==> src/rtl/mb_scheduler.sv <==
// Frame-level macroblock sequencer: raster-walks macroblocks, pulses the extractor, offers results via valid/ready.
// Optional stall counter output is enabled by defining MB_SCHED_STALL_CNT_EN.
module mb_scheduler #(
  parameter int LENGTH          = 1280,
  parameter int WIDTH           = 720,
  parameter int MB_SIZE_L       = 16,
  parameter int MB_SIZE_W       = 16,
  parameter int EXTRACT_LATENCY = 2
) (
  input  logic        clk,
  input  logic        reset,
  input  logic        start,
  input  logic        abort,
  output logic        extract_enable,
  output logic [12:0] mbnumber,
  output logic        mb_valid,
  input  logic        mb_ready,
  output logic        top_avail,
  output logic        left_avail,
  output logic        busy,
`ifdef MB_SCHED_STALL_CNT_EN
  output logic [31:0] stall_cycles,
`endif
  output logic        frame_done
);

  localparam int MB_COLS = LENGTH / MB_SIZE_L;
  localparam int MB_ROWS = WIDTH / MB_SIZE_W;
  localparam int NUM_MB  = MB_COLS * MB_ROWS;
  localparam int COL_W   = (MB_COLS > 1) ? $clog2(MB_COLS) : 1;
  localparam int ROW_W   = (MB_ROWS > 1) ? $clog2(MB_ROWS) : 1;
  localparam logic [12:0] LAST_MB  = 13'(NUM_MB - 1);
  localparam logic [3:0]  LAT_LOAD = 4'(EXTRACT_LATENCY - 1);

  if (NUM_MB > 8192 || NUM_MB < 1 || (LENGTH % MB_SIZE_L) != 0 || (WIDTH % MB_SIZE_W) != 0 ||
      !(MB_SIZE_L inside {4, 8, 16}) || !(MB_SIZE_W inside {4, 8, 16}) ||
      EXTRACT_LATENCY < 1 || EXTRACT_LATENCY > 15) begin : g_cfg_err
    $error("mb_scheduler: invalid frame/macroblock configuration");
  end

  typedef enum logic [2:0] {IDLE, FETCH, WAIT, OFFER, DONE} state_t;

  state_t           state, state_n;
  logic [3:0]       lat_cnt, lat_cnt_n;
  logic [COL_W-1:0] col, col_n;
  logic [ROW_W-1:0] row, row_n;
  logic [12:0]      mbn_n;

  always_comb begin
    state_n   = state;
    lat_cnt_n = lat_cnt;
    col_n     = col;
    row_n     = row;
    mbn_n     = mbnumber;
    case (state)
      IDLE: begin
        mbn_n = '0;
        col_n = '0;
        row_n = '0;
        if (start) state_n = FETCH;
      end
      FETCH: begin
        lat_cnt_n = LAT_LOAD;
        state_n   = WAIT;
      end
      // Leaving at count 1 puts mb_valid EXTRACT_LATENCY cycles after the enable pulse.
      WAIT: begin
        lat_cnt_n = (lat_cnt != 4'd0) ? lat_cnt - 4'd1 : 4'd0;
        if (lat_cnt <= 4'd1) state_n = OFFER;
      end
      OFFER: begin
        if (mb_ready) begin
          if (mbnumber == LAST_MB) begin
            state_n = DONE;
          end else begin
            mbn_n   = mbnumber + 13'd1;
            state_n = FETCH;
            if (col == COL_W'(MB_COLS - 1)) begin
              col_n = '0;
              row_n = row + 1'b1;
            end else begin
              col_n = col + 1'b1;
            end
          end
        end
      end
      DONE: begin
        mbn_n   = '0;
        col_n   = '0;
        row_n   = '0;
        state_n = IDLE;
      end
      default: state_n = IDLE;
    endcase
    if (abort) begin
      state_n   = IDLE;
      lat_cnt_n = '0;
      mbn_n     = '0;
      col_n     = '0;
      row_n     = '0;
    end
  end

  // Outputs are registered from next-state so they align with the state they describe.
  always_ff @(posedge clk or negedge reset) begin
    if (!reset) begin
      state          <= IDLE;
      lat_cnt        <= '0;
      col            <= '0;
      row            <= '0;
      mbnumber       <= '0;
      extract_enable <= 1'b0;
      mb_valid       <= 1'b0;
      top_avail      <= 1'b0;
      left_avail     <= 1'b0;
      busy           <= 1'b0;
      frame_done     <= 1'b0;
    end else begin
      state          <= state_n;
      lat_cnt        <= lat_cnt_n;
      col            <= col_n;
      row            <= row_n;
      mbnumber       <= mbn_n;
      extract_enable <= (state_n == FETCH);
      mb_valid       <= (state_n == OFFER);
      top_avail      <= (row_n != '0);
      left_avail     <= (col_n != '0);
      busy           <= (state_n != IDLE);
      frame_done     <= (state_n == DONE);
    end
  end

`ifdef MB_SCHED_STALL_CNT_EN
  always_ff @(posedge clk or negedge reset) begin
    if (!reset)
      stall_cycles <= '0;
    else if (state == IDLE && start && !abort)
      stall_cycles <= '0;
    else if (state == OFFER && !mb_ready && stall_cycles != 32'hFFFF_FFFF)
      stall_cycles <= stall_cycles + 32'd1;
  end
`endif

endmodule

==> config.mk <==
export PLATFORM = sky130hd
export DESIGN_NAME = mb_scheduler
export DESIGN_NICKNAME = d
export VERILOG_FILES = /design/src/rtl/mb_scheduler.sv
export SDC_FILE = /design/constraint.sdc
export NUM_CORES = 1
export LEC_CHECK = 0
export CORE_MARGIN = 2
export CORE_UTILIZATION = 40
export DETAILED_ROUTE_END_ITERATION = 12
export HOLD_SLACK_MARGIN = 0.03
export SLEW_MARGIN = 0
export SYNTH_ARGS = -nofsm -noshare
export SYNTH_HDL_FRONTEND = slang
export SYNTH_SLANG_ARGS = --single-unit
==> constraint.sdc <==
create_clock -name clk -period 2.7 [get_ports clk]
set_clock_uncertainty 0.1 [all_clocks]
set_input_delay 0.405 -clock clk [delete_from_list [all_inputs] [get_ports clk]]
set_output_delay 0.405 -clock clk [all_outputs]
set_load 0.01 [all_outputs]
* Word-level counts from Yosys, hierarchy flattened
Index checks and enable logic that the tools add are counted.
Cells by class: add/subtract/negate cells 4, $lt $le $gt $ge 1, equal/unequal tests 11, muxes and demuxes 23, reduce and logical (&&, ||, !) cells 9
Operators by type and width (count):
- $mux 13 | 3
- $mux 7 | 4
- $pmux 13 s2 | 1
- $mux 6 | 4
- $mux 3 | 5
- $pmux 7 s2 | 1
- $add 13x1->13 const B | 1
- $eq 13x12->1 const B | 1
- $pmux 3 s4 | 1
- $pmux 6 s2 | 1
- $eq 3x2->1 const B | 3
- $reduce_bool 3->1 | 3
- $mux 4 | 2
- $pmux 4 s2 | 1
- $add 7x1->7 const B | 1
- $eq 7x7->1 const B | 1
- $reduce_bool 7->1 | 1
- $add 6x1->6 const B | 1
- $eq 3x1->1 const B | 2
- $eq 3x3->1 const B | 2
- $ne 3x3->1 const B | 2
- $reduce_bool 6->1 | 1
- $le 4x1->1 const B | 1
- $reduce_bool 4->1 | 1
- other kinds (4) | 4
Storage, ports and cells: flip-flop bits (word level) 39, output and inout port bits 19

* Depth between registers and ports, before layout
Gate-level depths: netlist of the first run.
word-level depth 7, depth in mapped cells 9

* Worst setup path after synthesis of the first run
OpenSTA, ideal clock, no wires.
kind reg2reg, start point reg mbnumber[0], end point reg left_avail, arrival 2.724 ns, data required time 2.461 ns, path slack -0.263 ns, stages on the path, launching flop included 10, cells stage by stage dfrtp_1 > ha_1 > or4b_1 > or4_1 > buf_2 > buf_6 > nand4b_2 > a31oi_1 > or3_1 > or4_1
On the way: cells in the longest elaborated chain, start to end 6
Ends and longest elaborated chain:
- from (decl) | RTL line 15 | output logic [12:0] mbnumber,
- from (signal assigned) | RTL line 123 | mbnumber <= mbn_n;
- $eq 13x12->1 | RTL line 73 | if (mbnumber == LAST_MB) begin
- $mux 7 | RTL line 73
- $mux 7 | RTL line 72 | if (mb_ready) begin
- $pmux 7 s2 | RTL line 55 | case (state)
- $mux 7 | RTL line 95 | if (abort) begin
- via col_n[3] | RTL line 45 | logic [COL_W-1:0] col, col_n;
- $reduce_bool 7->1 | RTL line 127 | left_avail <= (col_n != '0);
- to (signal assigned) | RTL line 127
- to (decl) | RTL line 19 | output logic left_avail,
The timed path passes the listed nets, and every way through them passes these cells. A chain may end at the register's enable or synchronous reset.

* Final worst setup path of the first run
start point reg mbnumber[1], end point reg left_avail
Same word-level chain as after synthesis.

==> reports/qor.yml, run 1 <==
run_status:
  outcome: "finished, violations left"
  violations: "negative setup slack"
cells_and_area:
  area_growth_pct: 27.29
  antenna_cells: 0
  finalInstanceArea_um2: 2743
  drive_above_1_share_pct: 18.43
  fin_nets: 300
  fillers: 522
clocking:
  cts_hold_buf: 0
  path_clk_slew_ns: 0.07
  worstSkewPairLatency_ns: 0.28
  clock-sinks: 39
  htree_levels: 2
  clk_path_buf_depth: 2
  numCtsBuffers: 5
  cts-root-buf: "clkbuf_8"
  cts_tree: "done"
routing:
  ant_nets: 0
  remaining_drc_errors: 0
  dr.first_iter.drc_count: 84
  vias: 1960
  totalWireLength_um: 5079
  vias_per_cell: 5.399
  dr.pass1.iters: 4
  routedWlPerCell_um: 13.99
logic_synthesis:
  netlist_area_um2: 2155
  seq_area_frac_synth_pct: 45.30
  ys_top_cells_by_count: "dfrtp_1, nor2_1, nand2_1, a21oi_1, nand3_1"
  synth_top_area_cell: "dfrtp_1"
  yosysWarnings: 0
  ys_ff_latch: 39
  synth_edf_count: 0
  yosys.cell_count.top_type: "dfrtp_1"
  yosysTopAreaCellShare_pct: 45.30
  synth_area_leaders: "dfrtp_1, nor2_1, a21oi_1, nand2_1, nand3_1"
  yosysUniqueCellTypes: 50
  avgSynthCellArea_um2: 8.977
  synthFlopType: "dfrtp_1"
  synth.net_count: 248
  syn_inst: 240
  async_flop_share_pct: 100.0
sta:
  max_freq_mhz: 363.3
  slew_headroom_pct: 42.39
  rsz0062_at_grt: "yes"
  fin_crit_sh_pct: 101.9
  fin_ws_ns: -0.05227
  hold_viol: 0
  finalSetupViolCount: 1
  slew_viol_final: 0
  period_minus_slack_ns: 2.752
  holdWs_ns: 0.1324
  worst_pin_slew_ns: 0.8641
setup_path:
  cp_cell_sequence: "ha_2 -> or4b_4 -> or4_4 -> a21oi_2 -> a211oi_1 -> or3_1 -> or4_1"
  max_stage_delay_ns: 0.52
  cp.required_ns: 2.76
  arrival_ns: 2.81
  crit_slowest_cell: "or4_4"
  path_max_fanout: 8
  worst_setup_path_end_kind: "flip-flop"
  crit_type: "reg2reg"
  start_kind: "flip-flop"
global_routing:
  grt_start_max_net_pins: 40
  first_global_vias: 1928
  antenna_found_initial: 0
  grtUsageTotal_pct: 18.36
  grt_pass1_wl_um: 8921
  gr-total-overflow: 0
pwr:
  power.density_nw_per_um2: 406.0
  ir_worst_vdd_mv: 0.2965
  power.leakage_nw: 1.206
place:
  port_buffers: 23
  dp_worst_setup_slack_ns: -0.1716
  gp_congestion: 0.9015
  postPlaceCellArea_um2: 2636
  post-dp-hpwl_um: 3667
floorplanning:
  rows: 26
  initial_core_util_pct: 41.92
  die_h_um: 77.39
  die_area_um2: 5989
  design.portCount: 24
  die_w_um: 77.39
  placeableCoreArea_um2: 5140
run:
  max-cap-violations: 0
hold_path:
  min_path_type: "in2async"
==> final timing paths <==
check | start | endpoint | slack (ns) | cells past startpoint
setup / recovery | mbnumber[1]$_DFFE_PN0P_ | left_avail$_DFF_PN0_ | -0.05 | 7
hold / removal | reset | row[5]$_DFF_PN0_ | 0.13 | 1
setup reg to reg | mbnumber[1]$_DFFE_PN0P_ | left_avail$_DFF_PN0_ | -0.05 | 7
hold reg to reg | lat_cnt[3]$_DFFE_PN0P_ | lat_cnt[3]$_DFFE_PN0P_ | 0.42 | 1
max in group asynchronous | reset | mbnumber[0]$_DFFE_PN0P_ | 1.78 | 1
min in group clk | lat_cnt[3]$_DFFE_PN0P_ | lat_cnt[3]$_DFFE_PN0P_ | 0.42 | 1
==> power by group <==
group          switching [W]  total, W  leakage, nW  internal [W]
logic              0.0000818  0.000131        0.625     0.0000493
registers          0.0000132  0.000610        0.538      0.000596
clock network       0.000192  0.000373       0.0422      0.000181
total               0.000287   0.00111         1.21      0.000827
==> cell type report <==
cell class / instances / area (um^2) / area share (%)
clock buffer: 7 / 76.32 / 2.783
clock inverter: 1 / 5.005 / 0.1825
inverter: 7 / 26.28 / 0.9580
multi-input combinational: 182 / 1090 / 39.74
sequential: 39 / 977.2 / 35.63
tap: 70 / 87.58 / 3.193
timing repair buffer: 57 / 480.5 / 17.52
==> layout by cell type, fill, tap and decap left out, drive strengths merged, types with 7 or more instances in the layout <==
master / netlist / routed
dfrtp: 39 / 39
buf: 4 / 35
nor2: 30 / 30
nand2: 24 / 24
clkdlybuf4s50: 0 / 22
a21oi: 18 / 18
nand3: 13 / 13
o21ai: 10 / 10
nor3: 8 / 8
inv: 7 / 7
nand4: 7 / 7
xor2: 7 / 7
clkbuf: 8 / 7
==> critical path: cells and delay by family, from the launching register on <==
family | cells | cell delay [ns]
AND/OR/NAND/NOR | 4 | 1.72
flip-flops | 1 | 0.37
AO/OA/AOI/OAI | 2 | 0.26
adder cells (fa/ha/maj) | 1 | 0.18
==> sequential cells by signal, summed over array words and instances, names as in the netlist <==
name            cells
top_avail           1
left_avail          1
busy                1
mb_valid            1
lat_cnt             4
frame_done          1
extract_enable      1
mbnumber           13
row                 6
state               3
col                 7
==> cells by family after synthesis <==
| kind of cell | Yosys count | share of synthesized area [%] |
|---|---|---|
| compound gates | 49 | 14.34 |
| xor+xnor | 11 | 4.471 |
| fa+ha+maj | 3 | 1.742 |
| buf+inv | 19 | 5.052 |
| flops | 39 | 45.30 |
| mux | 2 | 0.9872 |
| simple gates | 117 | 28.11 |
==> per-stage QoR <==
step	power, W	util (%)	setup TNS, ns	cells
2_1_floorplan	0.0006952	-	-0.1876	240
3_3_place_gp	0.0007526	51.29	-0.1083	354
3_5_place_dp	0.0007517	51.29	-0.2620	354
4_1_cts	0.001131	53.09	-0.02125	362
5_1_grt	0.001173	53.36	-0.2081	363
6_report	0.001113	53.36	-0.05227	363
==> per-layer routing <==
metal / GRT usage [%] / vias to the layer above / wire length [um]
li1: - / 976 / -
met1: 24.59 / 941 / 2435
met2: 29.83 / 39 / 2413
met3: 3.953 / 4 / 185
met4: 5.714 / 0 / 44
met5: 0 / - / 0
==> what timing repair did <==
item	4_1_cts	5_1_grt
pin swaps	0	0
gates resized for setup	3	1
setup endpoints to repair	2	2
setup buffers	0	1
endpoints found under the hold margin	0	0
Power figures use the tool's default switching activity.
==> run 2, diff against run 1 <==
--- a/config.mk
+++ b/config.mk
@@ -5,10 +5,13 @@
 export SDC_FILE = /design/constraint.sdc
 export NUM_CORES = 1
 export LEC_CHECK = 0
-export CORE_MARGIN = 2
-export CORE_UTILIZATION = 40
+export CELL_PAD_IN_SITES_DETAIL_PLACEMENT = 1
+export CELL_PAD_IN_SITES_GLOBAL_PLACEMENT = 1
+export CORE_UTILIZATION = 38
+export CTS_CLUSTER_SIZE = 28
 export DETAILED_ROUTE_END_ITERATION = 12
 export HOLD_SLACK_MARGIN = 0.03
+export PLACE_DENSITY_LB_ADDON = 0.1
 export SLEW_MARGIN = 0
 export SYNTH_ARGS = -nofsm -noshare
 export SYNTH_HDL_FRONTEND = slang
==> reports/qor.yml, run 2 (synthesized netlist as in run 1, its figures left out) <==
setup_path:
  arrival_ns: 2.77
  start_kind: "flip-flop"
  crit_slowest_cell: "or4_4"
  path_delay_family: "simple AND/OR/NAND/NOR gates"
  rr_worst_depth: 7
  cp_cell_sequence: "ha_2 -> or4b_4 -> or4_4 -> a21oi_2 -> a211oi_2 -> or3_1 -> or4_1"
  crit_buf_inv: 0
  endpoint: "left_avail$_DFF_PN0_"
  worst_setup_path_end_kind: "flip-flop"
  cp.depth: 7
  r2r_end: "left_avail$_DFF_PN0_"
  critPathLaunch: "mbnumber[0]$_DFFE_PN0P_"
  timing.rr.start: "mbnumber[0]$_DFFE_PN0P_"
  cp.required_ns: 2.76
  crit_type: "reg2reg"
  path_max_fanout: 7
  max_stage_delay_ns: 0.50
  reg2reg_slack_ns: -0.01
cells_and_area:
  reg_top3: "mbnumber (13), col (7), row (6)"
  regMostFlops: "mbnumber"
  largest_register_ffs: 13
  drive_above_1_share_pct: 20.27
  fillers: 679
  layout_common_cells: "dfrtp_1, buf_4, nor2_1, nand2_1, clkdlybuf4s50_1"
  antenna_cells: 0
  fin_cells: 368
  fin_nets: 304
  area_growth_pct: 29.79
  final_common_cell: "dfrtp_1"
global_routing:
  grtUsageTotal_pct: 21.27
  grt_pass1_wl_um: 9970
  gr-total-overflow: 0
  first_global_vias: 2064
  grt_start_max_net_pins: 18
  antenna_found_initial: 0
sta:
  period_minus_slack_ns: 2.710
  slew_viol_final: 0
  finalSetupViolCount: 1
  fin_crit_sh_pct: 100.4
  rsz0062_at_grt: "yes"
  fin_ws_ns: -0.01021
  tns_ns: -0.01021
  slew_headroom_pct: 70.33
  worst_pin_slew_ns: 0.4395
  max_freq_mhz: 369.0
  hold_viol: 0
floorplanning:
  rows: 27
  die_w_um: 77.30
  placeableCoreArea_um2: 5473
  die_area_um2: 5975
  die_h_um: 77.30
  design.portCount: 24
  initial_core_util_pct: 39.37
place:
  port_buffers: 23
  placedCellCount: 360
  gp_congestion: 0.8463
  post-dp-hpwl_um: 4383
clocking:
  worstSkewPairLatency_ns: 0.30
  clk_path_buf_depth: 2
  cts_tree: "done"
  clock-sinks: 39
  path_clk_slew_ns: 0.09
  numCtsBuffers: 5
  post_cts.repair.setup_buffers: 0
  cts-root-buf: "clkbuf_8"
  htree_levels: 2
pwr:
  ir_worst_vdd_mv: 0.2554
  power.density_nw_per_um2: 414.6
  power.leakage_nw: 1.231
routing:
  dr.first_iter.drc_count: 46
  wl_met2_um: 2779
  totalWireLength_um: 5909
  topRoutingLayerUsed: "met4"
  vias: 1983
  routedWlPerCell_um: 16.06
  vias_per_cell: 5.389
  ant_nets: 0
  remaining_drc_errors: 0
  dr.pass1.iters: 4
  wl_met1_um: 2922
  wl_met3_um: 134
hold_path:
  min_path_type: "in2async"
run_status:
  violations: "negative setup slack"
  outcome: "finished, violations left"
run:
  max-cap-violations: 0
run 2: worst min path at each step:
stage / startpoint / to / slack (ns)
after floorplan: reset / busy$_DFF_PN0_ / 0.009
after global placement: reset / top_avail$_DFF_PN0_ / 0.20
after detailed placement: reset / top_avail$_DFF_PN0_ / 0.20
after CTS: reset / top_avail$_DFF_PN0_ / 0.41
after global routing: reset / top_avail$_DFF_PN0_ / 0.43
final: reset / top_avail$_DFF_PN0_ / 0.40
run 2: repair_timing:
item / CTS / global route
setup endpoints to repair: 2 / 2
hold buffers: 1 / 0
resized for setup: 4 / 3
hold endpoints to repair: 10 / 0
run 2: layout make-up:
| type | instances | area, um^2 | area share (%) |
|---|---|---|---|
| Tap cell | 72 | 90.09 | 3.221 |
| Multi-Input combinational cell | 182 | 1099 | 39.28 |
| Sequential cell | 39 | 977.2 | 34.94 |
| Timing Repair Buffer | 61 | 516.7 | 18.48 |
| Clock inverter | 1 | 5.005 | 0.1790 |
| Inverter | 7 | 26.28 | 0.9396 |
| Clock buffer | 6 | 82.58 | 2.953 |
run 2: per-stage QoR:
| stage | setup WS (ns) | cell area, um^2 | utilization [%] | hold WS (ns) | power [W] |
|---|---|---|---|---|---|
| 2_1_floorplan | -0.1575 | 2158 | - | 0.009409 | 0.0006952 |
| 3_3_place_gp | -0.03955 | 2669 | 48.77 | 0.1975 | 0.0007589 |
| 3_5_place_dp | -0.1241 | 2669 | 48.77 | 0.2023 | 0.0007607 |
| 4_1_cts | -0.01002 | 2784 | 50.87 | 0.4076 | 0.001181 |
| 5_1_grt | -0.1285 | 2796 | 51.10 | 0.4255 | 0.001207 |
| 6_report | -0.01021 | 2796 | 51.10 | 0.4006 | 0.001159 |
run 2: routing by layer:
layer  track usage (%)  up-vias
met4             5.849        0
met2             35.40       23
met1             27.67      975
met3             4.643        7
met5                 0        -
li1                  -      978
run 2: where the power goes:
group	internal (W)	switching [W]
registers	0.000596	0.0000109
clock network	0.000201	0.000207
logic	0.0000546	0.0000897
total	0.000852	0.000308
